### src/rtl/lc3_control_fsm_pkg.sv
// Shared definitions for the LC-3 control stage: state encoding, opcodes, mux/ALU codes
// and the small decode helpers used by the top and the condition-code register.
package lc3_control_fsm_pkg;

  typedef enum logic [2:0] {
    S_FETCH    = 3'd0,
    S_MEM_WAIT = 3'd1,
    S_LOAD_IR  = 3'd2,
    S_DECODE   = 3'd3,
    S_EXECUTE  = 3'd4
  } state_t;

  localparam logic [3:0] OP_ADD = 4'b0001;
  localparam logic [3:0] OP_AND = 4'b0101;
  localparam logic [3:0] OP_NOT = 4'b1001;

  localparam logic [1:0] ALUK_ADD   = 2'b00;
  localparam logic [1:0] ALUK_AND   = 2'b01;
  localparam logic [1:0] ALUK_NOT   = 2'b10;
  localparam logic [1:0] ALUK_PASSA = 2'b11;

  localparam logic [1:0] SR1MUX_DFLT  = 2'b00;
  localparam logic [1:0] SR1MUX_IR8_6 = 2'b01;
  localparam logic [1:0] DRMUX_IR11_9 = 2'b00;

  localparam logic [2:0] NZP_RESET = 3'b010;

  function automatic logic op_supported(input logic [3:0] op);
    case (op)
      OP_ADD, OP_AND, OP_NOT: op_supported = 1'b1;
      default:                op_supported = 1'b0;
    endcase
  endfunction

  function automatic logic [1:0] aluk_for(input logic [3:0] op);
    case (op)
      OP_ADD:  aluk_for = ALUK_ADD;
      OP_AND:  aluk_for = ALUK_AND;
      OP_NOT:  aluk_for = ALUK_NOT;
      default: aluk_for = ALUK_PASSA;
    endcase
  endfunction

  // Exactly one of N/Z/P is ever set.
  function automatic logic [2:0] nzp_of(input logic [15:0] value);
    if (value[15]) begin
      nzp_of = 3'b100;
    end else if (value == 16'h0000) begin
      nzp_of = 3'b010;
    end else begin
      nzp_of = 3'b001;
    end
  endfunction

endpackage

### src/rtl/lc3_cc_reg.sv
// NZP condition-code register: classifies the bus value and captures it when ld is high.
module lc3_cc_reg
  import lc3_control_fsm_pkg::*;
(
  input  logic        clk,
  input  logic        rst_n,
  input  logic        ld,
  input  logic [15:0] bus,
  output logic [2:0]  nzp
);

  // Condition codes hold their value except during the execute cycle.
  always_ff @(posedge clk or negedge rst_n) begin
    if (!rst_n) begin
      nzp <= NZP_RESET;
    end else if (ld) begin
      nzp <= nzp_of(bus);
    end else begin
      nzp <= nzp;
    end
  end

endmodule

### src/rtl/lc3_control_fsm.sv
// LC-3 fetch/decode/execute control for operate instructions; owns PC, IR and NZP.
// Optional build macro CTRL_SINGLE_STEP_EN adds i_STEP, which gates leaving DECODE.
module lc3_control_fsm
  import lc3_control_fsm_pkg::*;
#(
  parameter logic [15:0] PC_RESET = 16'h3000,
  parameter int          WIDTH    = 16
) (
  input  logic             i_CLK,
  input  logic             i_RST_N,
  input  logic [WIDTH-1:0] i_bus,
  input  logic             i_MEM_R,
`ifdef CTRL_SINGLE_STEP_EN
  input  logic             i_STEP,
`endif
  output logic             o_MEM_EN,
  output logic             o_LD_MAR,
  output logic             o_LD_MDR,
  output logic             o_GATE_PC,
  output logic             o_GATE_MDR,
  output logic             o_GATE_ALU,
  output logic             o_LD_REG,
  output logic [1:0]       o_ALUK,
  output logic [1:0]       o_SR1MUX,
  output logic [1:0]       o_DRMUX,
  output logic [WIDTH-1:0] o_IR,
  output logic [WIDTH-1:0] o_PC,
  output logic [2:0]       o_NZP,
  output logic             o_ILLEGAL
);

  state_t           state;
  state_t           next_state;
  logic             step_ok;
  logic             op_ok;
  logic [3:0]       opcode;

`ifdef CTRL_SINGLE_STEP_EN
  assign step_ok = i_STEP;
`else
  assign step_ok = 1'b1;
`endif

  assign opcode = o_IR[15:12];
  assign op_ok  = op_supported(opcode);

  // Next-state selection; i_MEM_R only matters while waiting on memory.
  always_comb begin
    next_state = S_FETCH;
    case (state)
      S_FETCH:    next_state = S_MEM_WAIT;
      S_MEM_WAIT: next_state = i_MEM_R ? S_LOAD_IR : S_MEM_WAIT;
      S_LOAD_IR:  next_state = S_DECODE;
      S_DECODE: begin
        if (!step_ok) begin
          next_state = S_DECODE;
        end else if (op_ok) begin
          next_state = S_EXECUTE;
        end else begin
          next_state = S_FETCH;
        end
      end
      S_EXECUTE:  next_state = S_FETCH;
      default:    next_state = S_FETCH;
    endcase
  end

  // State, PC and IR registers.
  always_ff @(posedge i_CLK or negedge i_RST_N) begin
    if (!i_RST_N) begin
      state <= S_FETCH;
      o_PC  <= PC_RESET;
      o_IR  <= '0;
    end else begin
      state <= next_state;
      if (state == S_FETCH) begin
        o_PC <= o_PC + WIDTH'(1);
      end else begin
        o_PC <= o_PC;
      end
      if (state == S_LOAD_IR) begin
        o_IR <= i_bus;
      end else begin
        o_IR <= o_IR;
      end
    end
  end

  // Outputs depend only on flops (plus LD_MDR on the ready handshake), so they
  // are stable through the falling edge; reset forces every strobe low at once.
  always_comb begin
    o_MEM_EN   = 1'b0;
    o_LD_MAR   = 1'b0;
    o_LD_MDR   = 1'b0;
    o_GATE_PC  = 1'b0;
    o_GATE_MDR = 1'b0;
    o_GATE_ALU = 1'b0;
    o_LD_REG   = 1'b0;
    o_ALUK     = ALUK_PASSA;
    o_SR1MUX   = SR1MUX_DFLT;
    o_DRMUX    = DRMUX_IR11_9;
    o_ILLEGAL  = 1'b0;
    if (!i_RST_N) begin
      o_MEM_EN = 1'b0;
    end else begin
      case (state)
        S_FETCH: begin
          o_GATE_PC = 1'b1;
          o_LD_MAR  = 1'b1;
        end
        S_MEM_WAIT: begin
          o_MEM_EN = 1'b1;
          o_LD_MDR = i_MEM_R;
        end
        S_LOAD_IR:  o_GATE_MDR = 1'b1;
        S_DECODE:   o_ILLEGAL  = ~op_ok & step_ok;
        S_EXECUTE: begin
          o_GATE_ALU = 1'b1;
          o_LD_REG   = 1'b1;
          o_SR1MUX   = SR1MUX_IR8_6;
          o_DRMUX    = DRMUX_IR11_9;
          o_ALUK     = aluk_for(opcode);
        end
        default:    o_MEM_EN = 1'b0;
      endcase
    end
  end

  lc3_cc_reg u_cc_reg (
    .clk   (i_CLK),
    .rst_n (i_RST_N),
    .ld    (state == S_EXECUTE),
    .bus   (i_bus[15:0]),
    .nzp   (o_NZP)
  );

endmodule

### config.mk
export PLATFORM = sky130hd
export DESIGN_NAME = lc3_control_fsm
export DESIGN_NICKNAME = d
export VERILOG_FILES = /design/src/rtl/lc3_control_fsm_pkg.sv /design/src/rtl/lc3_cc_reg.sv /design/src/rtl/lc3_control_fsm.sv
export SDC_FILE = /design/constraint.sdc
export NUM_CORES = 1
export LEC_CHECK = 0
export CORE_MARGIN = 5
export CORE_UTILIZATION = 43
export CTS_CLUSTER_DIAMETER = 40
export DETAILED_ROUTE_END_ITERATION = 10
export PLACE_DENSITY = 0.79
export SLEW_MARGIN = 20
export SYNTH_ARGS = -nofsm -noshare
export SYNTH_HDL_FRONTEND = slang
export SYNTH_SLANG_ARGS = --single-unit
### constraint.sdc
create_clock -name i_CLK -period 1.81 [get_ports i_CLK]
set_input_delay 0.181 -clock i_CLK [delete_from_list [all_inputs] [get_ports i_CLK]]
set_output_delay 0.181 -clock i_CLK [all_outputs]
set_load 0.02 [all_outputs]
==> impl_table.tex, run 1 <==
\begin{tabular}{lr}
\hline
Metric & Value \\
\hline
\multicolumn{2}{l}{\textbf{Timing}} \\
Number of hold-slack violations in the final timing report & 0 \\
Least-Margin Pin Slew & 539 ps \\
Clk\_skew & 5.12 ps \\
Part of the cycle the worst path needs & a little over nine tenths \\
Maximum frequency from static timing analysis & a little under 600 MHz \\
Setup repair after global routing missed its margin & no \\
Fin crit period & around 1700 ps \\
Final-report setup violation count & 0 \\
Worst relative slew slack & 64.0\% \\
Sum of negative setup slack & 0 ps \\
Final number of max-transition violations & 0 \\
\multicolumn{2}{l}{\textbf{Flow run}} \\
Number of max-capacitance violations reported & 0 \\
\multicolumn{2}{l}{\textbf{Clock network}} \\
Total setup buffers inserted after CTS & 0 \\
Master cell of the clock root buffer & sky130\_fd\_sc\_hd\_\_clkbuf\_8 \\
Maximum root-to-sink buffer count & 2 \\
H-tree levels & 2 \\
Clock tree from TritonCTS & done \\
Number of buffers created by CTS & 5 \\
Sink count of the clock tree & 38 \\
Post-CTS clock slew at the launch and capture registers of the worst setup and hold paths & $\sim$70 ps \\
Source-to-sink clock delay at the later pin of the worst-skew pair & between 200 and 300 ps \\
\multicolumn{2}{l}{\textbf{GRT}} \\
Initial antenna violation count & 0 \\
Largest net degree at the start of global routing & 23 \\
Leftover overflow at the end of global routing & 0 \\
Combined global-route utilization of all metal layers & between 15 and 20\% \\
Wire length of the first global-routing pass & approximately 6.7 mm \\
Via count of the first global-routing pass & about 1.5k \\
\multicolumn{2}{l}{\textbf{Synth}} \\
EDFF count, synth & 0 \\
Number of warning messages in the yosys log & 0 \\
Mean instance size in the synthesized netlist & 12.4 µm² \\
Most area-consuming cells after synthesis & sky130\_fd\_sc\_hd\_\_dfrtp\_1, sky130\_fd\_sc\_hd\_\_mux2\_2, sky130\_fd\_sc\_hd\_\_dfstp\_2, sky130\_fd\_sc\_hd\_\_xor2\_1, sky130\_fd\_sc\_hd\_\_buf\_4 \\
Flip-flop and latch count after synthesis & 38 \\
Cell area after technology mapping & about 0.0018 mm² \\
Most used flip-flop cell after synthesis & sky130\_fd\_sc\_hd\_\_dfrtp\_1 \\
Post-synthesis instance total & $\sim$140 \\
Number of distinct library cells after synthesis & 33 \\
Synth area leader & sky130\_fd\_sc\_hd\_\_dfrtp\_1 \\
Fraction of synthesized cell area taken by the top area cell type & around 50\% \\
Sequential-to-total area share from yosys stat & 54.5\% \\
Ys async rst share & 100\% \\
\multicolumn{2}{l}{\textbf{Setup path}} \\
Biggest cell delay along the critical path & 420 ps \\
Critical path capture point & o\_ALUK[1] \\
Cell Chain, Critical Path & nor2\_1 > and3\_1 > nand2\_1 > or2\_2 > buf\_2 \\
Largest fanout on the critical path & 4 \\
CP max stage cell & sky130\_fd\_sc\_hd\_\_dfrtp\_1 \\
Startpoint Class & flip-flop \\
Critical Path AT & between 1500 and 2000 ps \\
Endpoint kind of the worst setup timing path & primary output \\
Endpoint of the most critical register-to-register path & o\_IR[14] \\
Critical Setup Path Class & reg2out \\
Worst reg2reg path startpoint & state[0] \\
R2r worst-path depth & 5 \\
Register-to-register path setup slack & 230 ps \\
Timing startpoint of the critical path & state[1] \\
Data required time at the worst endpoint & between 1500 and 2000 ps \\
\multicolumn{2}{l}{\textbf{Layout}} \\
Filler cell count in the final layout & about 320 \\
Synthesis-to-layout area growth & 45.6\% \\
Non-filler instance count after layout & 268 \\
Top library cells by usage in the layout, fill and taps aside & sky130\_fd\_sc\_hd\_\_clkdlybuf4s50\_1, sky130\_fd\_sc\_hd\_\_dfrtp\_1, sky130\_fd\_sc\_hd\_\_mux2\_2, sky130\_fd\_sc\_hd\_\_buf\_4, sky130\_fd\_sc\_hd\_\_nor2\_1 \\
Final core area utilization & between 60\% and 70\% \\
Most common cell after layout, fill and taps aside & sky130\_fd\_sc\_hd\_\_clkdlybuf4s50\_1 \\
Ant. Diodes & 0 \\
Post-layout net count & 237 \\
Share of post-route cells with drive strength above 1 & between 20\% and 30\% \\
\multicolumn{2}{l}{\textbf{Route}} \\
Final antenna-violating net count & 0 \\
Routed wire length & slightly above 4 mm \\
Average wire per cell in the routed design & about 15 µm \\
DRC errors left & 0 \\
Detailed Routing Iterations Pass 1 & 5 \\
Via/cell ratio & between 5 and 6 \\
Vias & roughly 1.4k \\
Starting DRC count in detailed routing & 39 \\
\multicolumn{2}{l}{\textbf{Pwr}} \\
Peak VDD IR & between 0.0009 and 0.001 V \\
Static Leakage & between 0.001 and 0.0015 µW \\
Pwr/cell area & around 1500 mW/mm² \\
\multicolumn{2}{l}{\textbf{Die}} \\
Die height & between 70 and 80 µm \\
Die outline area & 0.00545 mm² \\
Initial core utilization & around 44\% \\
Number of rows in the core area & 23 \\
Number of ports placed on the die boundary & 68 \\
Floorplan die width & $\sim$74 µm \\
Core Region & $\sim$0.0040 mm² \\
\multicolumn{2}{l}{\textbf{Run status}} \\
Outcome & complete, no violations \\
\multicolumn{2}{l}{\textbf{Placement}} \\
Total instance count after detailed placement & $\sim$260 \\
Last weighted congestion value of the routability-driven placer & 0.686 \\
Final HPWL DP & roughly 3.2 mm \\
Count of buffers from port buffering & 64 \\
\multicolumn{2}{l}{\textbf{Worst hold path}} \\
Worst min path class & in2async \\
\hline
\end{tabular}
==> layer usage <==
layer | vias up | wire [µm] | track usage (%)
li1 | 627 | - | -
met1 | 661 | 1510 | 16.6
met2 | 58 | 2090 | 27.6
met3 | 4 | 507 | 9.71
met4 | 0 | 31 | 3.82
met5 | - | 0 | 0
==> flip-flops by register name, indices dropped and copies added (netlist names) <==
signal and count:
state 3, o_PC 16, o_IR 16, u_cc_reg.nzp 3
==> report_power, final <==
group          switching [µW]  leakage (µW)  internal, µW
sequential                248      0.000467          1170
clock                     279     0.0000482           307
combinational             913      0.000611          1020
total                    1440       0.00113          2500
==> critical path, delay by kind of cell (launching register included) <==
family        cells  cell delay, ps
flops             1             420
buf+inv           1             160
simple gates      4             660
==> cell type report <==
cell class	instances	area (µm²)	area share, %
well taps	50	62.6	2.45
flip-flops and latches	38	955	37.5
clock buffers	7	86.3	3.39
clock inverters	1	5.00	0.196
inverters	1	3.75	0.147
multi-input cells	94	726	28.5
repair buffers	77	711	27.9
==> Yosys cell counts (2+ instances only) <==
cell and n:
sky130_fd_sc_hd__nor4_1 4, sky130_fd_sc_hd__nand3_1 4, sky130_fd_sc_hd__nor2_1 10, sky130_fd_sc_hd__and4_1 2, sky130_fd_sc_hd__or2_2 2, sky130_fd_sc_hd__and3_1 3, sky130_fd_sc_hd__a21oi_1 2, sky130_fd_sc_hd__dfrtp_1 35
sky130_fd_sc_hd__nand2_1 9, sky130_fd_sc_hd__nor4bb_1 2, sky130_fd_sc_hd__nand4_1 5, sky130_fd_sc_hd__buf_4 7, sky130_fd_sc_hd__buf_6 2, sky130_fd_sc_hd__mux2_2 18, sky130_fd_sc_hd__dfstp_2 3, sky130_fd_sc_hd__xor2_1 9
sky130_fd_sc_hd__and2_1 3, sky130_fd_sc_hd__xnor2_1 6
==> worst min path at each step <==
stage / startpoint / endpoint
after global routing: i_RST_N / u_cc_reg.nzp[1]
after CTS: i_RST_N / u_cc_reg.nzp[1]
after floorplan: i_RST_N / o_IR[0]
after global placement: i_RST_N / state[2]
after detailed placement: i_RST_N / state[2]
final: i_RST_N / u_cc_reg.nzp[1]
==> stage by stage <==
step / hold WS (ps) / cell area [µm²] / setup WS [ps] / power [µW]
after detailed placement: 16.0 / 2460 / 17.8 / 3400
after global placement: 9.52 / 2460 / 45.8 / 3340
final: 33.8 / 2550 / 104 / 3940
after global routing: 21.3 / 2550 / 5.92 / 4190
after floorplan: -115 / 1760 / 215 / 2490
after CTS: 20.3 / 2560 / 26.1 / 3990
==> cells by family (layout without fill, tap and decap cells) <==
kind of cell	after synthesis	after routing	synth area share [%]
other	1	3	0.214
adders and majority gates	1	1	0.715
buffers and inverters	11	86	4.79
xor gates and xnor gates	15	15	7.51
muxes	18	18	11.6
AOI/OAI and AO/OA	5	5	1.93
DFF	38	38	54.5
and+or+nand+nor	52	52	18.7
==> what timing repair did <==
item	in CTS	in global routing
cloned	0	0
hold buffers	2	0
gates resized for setup	18	4
pin swaps	0	0
hold endpoints to repair	15	0
endpoints found under the setup margin	11	3
Note: power is estimated with default switching activity, not from simulation.
==> inputs of run 2 (changes only) <==
--- a/config.mk
+++ b/config.mk
@@ -8,6 +8,7 @@
 export CORE_MARGIN = 5
 export CORE_UTILIZATION = 43
 export CTS_CLUSTER_DIAMETER = 40
+export CTS_CLUSTER_SIZE = 28
 export DETAILED_ROUTE_END_ITERATION = 10
 export PLACE_DENSITY = 0.79
 export SLEW_MARGIN = 20
==> results of run 2 <==
Final layout, timing and power as in run 1 (identical DEF).
==> inputs of run 3 (changes only) <==
--- a/config.mk
+++ b/config.mk
@@ -5,12 +5,14 @@
 export SDC_FILE = /design/constraint.sdc
 export NUM_CORES = 1
 export LEC_CHECK = 0
+export CELL_PAD_IN_SITES_DETAIL_PLACEMENT = 1
+export CELL_PAD_IN_SITES_GLOBAL_PLACEMENT = 1
 export CORE_MARGIN = 5
-export CORE_UTILIZATION = 43
+export CORE_UTILIZATION = 33
 export CTS_CLUSTER_DIAMETER = 40
 export CTS_CLUSTER_SIZE = 28
 export DETAILED_ROUTE_END_ITERATION = 10
-export PLACE_DENSITY = 0.79
+export PLACE_DENSITY_LB_ADDON = 0.1
 export SLEW_MARGIN = 20
 export SYNTH_ARGS = -nofsm -noshare
 export SYNTH_HDL_FRONTEND = slang
==> impl_table.tex, run 3 (same netlist as run 1, synthesis figures left out) <==
\begin{tabular}{lr}
\hline
Metric & Value \\
\hline
\multicolumn{2}{l}{\textbf{Run status}} \\
Outcome & complete, no violations \\
\multicolumn{2}{l}{\textbf{Setup path}} \\
Timing startpoint of the critical path & state[0] \\
Startpoint Class & flip-flop \\
Endpoint of the most critical register-to-register path & o\_IR[9] \\
Cell Chain, Critical Path & buf\_4 > nor3\_4 > and2\_1 > dlygate4sd2\_1 \\
Critical path capture point & o\_GATE\_PC \\
Endpoint kind of the worst setup timing path & primary output \\
CP max stage cell & sky130\_fd\_sc\_hd\_\_dfrtp\_1 \\
Critical Path AT & 1570 ps (+40 ps) \\
Largest fanout on the critical path & 5 (+1) \\
Data required time at the worst endpoint & 1630 ps (about the same) \\
Register-to-register path setup slack & 260 ps (+30 ps) \\
Biggest cell delay along the critical path & 420 ps (about the same) \\
Critical Setup Path Class & reg2out \\
Worst reg2reg path startpoint & state[1] \\
R2r worst-path depth & 5 (unchanged) \\
\multicolumn{2}{l}{\textbf{Layout}} \\
Most common cell after layout, fill and taps aside & sky130\_fd\_sc\_hd\_\_clkdlybuf4s50\_1 \\
Share of post-route cells with drive strength above 1 & 27.7\% (+4.3 points) \\
Multi-input gate area & 736 µm² (+1.4\%) \\
Ant. Diodes & 0 (unchanged) \\
Filler cell count in the final layout & 573 (+81\%) \\
Post-route cell area & 0.00268 mm² (+5.0\%) \\
Post-layout net count & 243 (+2.5\%) \\
Synthesis-to-layout area growth & 52.8\% \\
Top library cells by usage in the layout, fill and taps aside & sky130\_fd\_sc\_hd\_\_clkdlybuf4s50\_1, sky130\_fd\_sc\_hd\_\_dfrtp\_1, sky130\_fd\_sc\_hd\_\_buf\_4, sky130\_fd\_sc\_hd\_\_mux2\_2 \\
Reg area & 955 µm² (unchanged) \\
Final core area utilization & 52.0\% (-12 points) \\
Leading registers by flop count & o\_IR (16), o\_PC (16) \\
\multicolumn{2}{l}{\textbf{Clock network}} \\
Maximum root-to-sink buffer count & 2 (unchanged) \\
Source-to-sink clock delay at the later pin of the worst-skew pair & 280 ps (about the same) \\
Clock tree from TritonCTS & done \\
Sink count of the clock tree & 38 (unchanged) \\
Master cell of the clock root buffer & sky130\_fd\_sc\_hd\_\_clkbuf\_8 \\
Post-CTS clock slew at the launch and capture registers of the worst setup and hold paths & 80 ps (about the same) \\
H-tree levels & 2 (unchanged) \\
Number of buffers created by CTS & 5 (unchanged) \\
\multicolumn{2}{l}{\textbf{Die}} \\
Initial core utilization & 34.1\% (-10 points) \\
Number of ports placed on the die boundary & 68 (unchanged) \\
Number of rows in the core area & 26 (+13\%) \\
Die height & 82.8 µm (+12\%) \\
Floorplan die width & 82.8 µm (+12\%) \\
Core Region & 0.00514 mm² (+29\%) \\
Die outline area & 0.00686 mm² (+26\%) \\
\multicolumn{2}{l}{\textbf{Timing}} \\
Final-report setup violation count & 0 (unchanged) \\
Setup repair after global routing missed its margin & yes \\
Final number of max-transition violations & 0 (unchanged) \\
Number of hold-slack violations in the final timing report & 0 (unchanged) \\
Part of the cycle the worst path needs & 97.0\% (+2.7 points) \\
Tightest hold margin & 347 ps (+313 ps) \\
Fin crit period & 1760 ps (+49.3 ps) \\
Clk\_skew & 5.96 ps (+0.833 ps) \\
Maximum frequency from static timing analysis & 570 MHz (-2.8\%) \\
\multicolumn{2}{l}{\textbf{GRT}} \\
Via count of the first global-routing pass & 1,499 (+3.1\%) \\
Leftover overflow at the end of global routing & 0 (unchanged) \\
Initial antenna violation count & 0 (unchanged) \\
Combined global-route utilization of all metal layers & 13.7\% (-2.3 points) \\
Wire length of the first global-routing pass & 7.68 mm (+14\%) \\
Largest net degree at the start of global routing & 25 (+8.7\%) \\
\multicolumn{2}{l}{\textbf{Route}} \\
Starting DRC count in detailed routing & 28 (-28\%) \\
Average wire per cell in the routed design & 15.4 µm (about the same) \\
DRC errors left & 0 (unchanged) \\
Detailed Routing Iterations Pass 1 & 4 (-1) \\
Via/cell ratio & 4.68 (-7.1\%) \\
Final antenna-violating net count & 0 (unchanged) \\
Routed wire length & 4.54 mm (+9.8\%) \\
Vias & 1,376 (+1.9\%) \\
\multicolumn{2}{l}{\textbf{Pwr}} \\
Pwr/cell area & 1630 mW/mm² (+5.2\%) \\
Peak VDD IR & 0.000776 V (-21\%) \\
Static Leakage & 0.00118 µW (+4.9\%) \\
\multicolumn{2}{l}{\textbf{Placement}} \\
Count of buffers from port buffering & 64 (unchanged) \\
Area after detailed placement & 0.00251 mm² (+1.9\%) \\
Last weighted congestion value of the routability-driven placer & 0.764 (+11\%) \\
Final HPWL DP & 3.51 mm (+9.3\%) \\
\multicolumn{2}{l}{\textbf{Worst hold path}} \\
Worst min path class & in2async \\
\multicolumn{2}{l}{\textbf{Flow run}} \\
Number of max-capacitance violations reported & 0 (unchanged) \\
\hline
\end{tabular}
-- run 3: where the power goes --
part	internal, µW	switching (µW)
clock network	588	308
logic	1090	936
registers	1170	256
-- run 3: area by class of cell --
type / instances / share of cell area, %
repair buffers: 83 / 28.1
inverters: 1 / 0.140
clock inverters: 2 / 2.25
clock buffers: 6 / 3.09
well taps: 70 / 3.27
flip-flops and latches: 38 / 35.7
multi-input cells: 94 / 27.5
-- run 3: critical path: cells and delay by family (launching register included) --
family | cells | cell delay [ps]
flip-flops | 1 | 420
AND/OR/NAND/NOR | 2 | 340
buffers and inverters | 2 | 520
-- run 3: metrics by stage --
step / std cells / TNS [ps] / worst slack, ps / power, µW
after floorplan: 143 / 0 / 215 / 2490
after global routing: 294 / -69.8 / -36.6 / 4590
final: 294 / 0 / 54.6 / 4350
after detailed placement: 281 / 0 / 0.469 / 3450
after global placement: 281 / 0 / 29.0 / 3400
after CTS: 291 / -17.6 / -17.6 / 4360
-- run 3: what timing repair did --
action / 4_1_cts / 5_1_grt
endpoints found under the hold margin: 14 / 0
pin swaps: 0 / 1
setup buffers: 1 / 3
setup endpoints to repair: 11 / 7
resized for setup: 18 / 9
hold buffers: 1 / 0
-- run 3: worst min-delay path by stage --
stage          startpoint  endpoint  slack (ps)  cells after the start
3_5_place_dp      i_RST_N  state[0]         110                      2
2_1_floorplan     i_RST_N   o_IR[0]        -110                      0
6_report          i_RST_N  state[0]         350                      3
4_1_cts           i_RST_N  state[0]         330                      3
5_1_grt           i_RST_N  state[0]         380                      3
3_3_place_gp      i_RST_N  state[0]         100                      2
-- run 3: layer usage --
metal | part of all wire, % | GRT usage (%) | vias to the layer above
li1 | - | - | 647
met1 | 40 | 15.5 | 689
met2 | 52 | 23.8 | 36
met3 | 6.6 | 5.35 | 4
met4 | 1.1 | 4.46 | 0
met5 | 0 | 0 | -
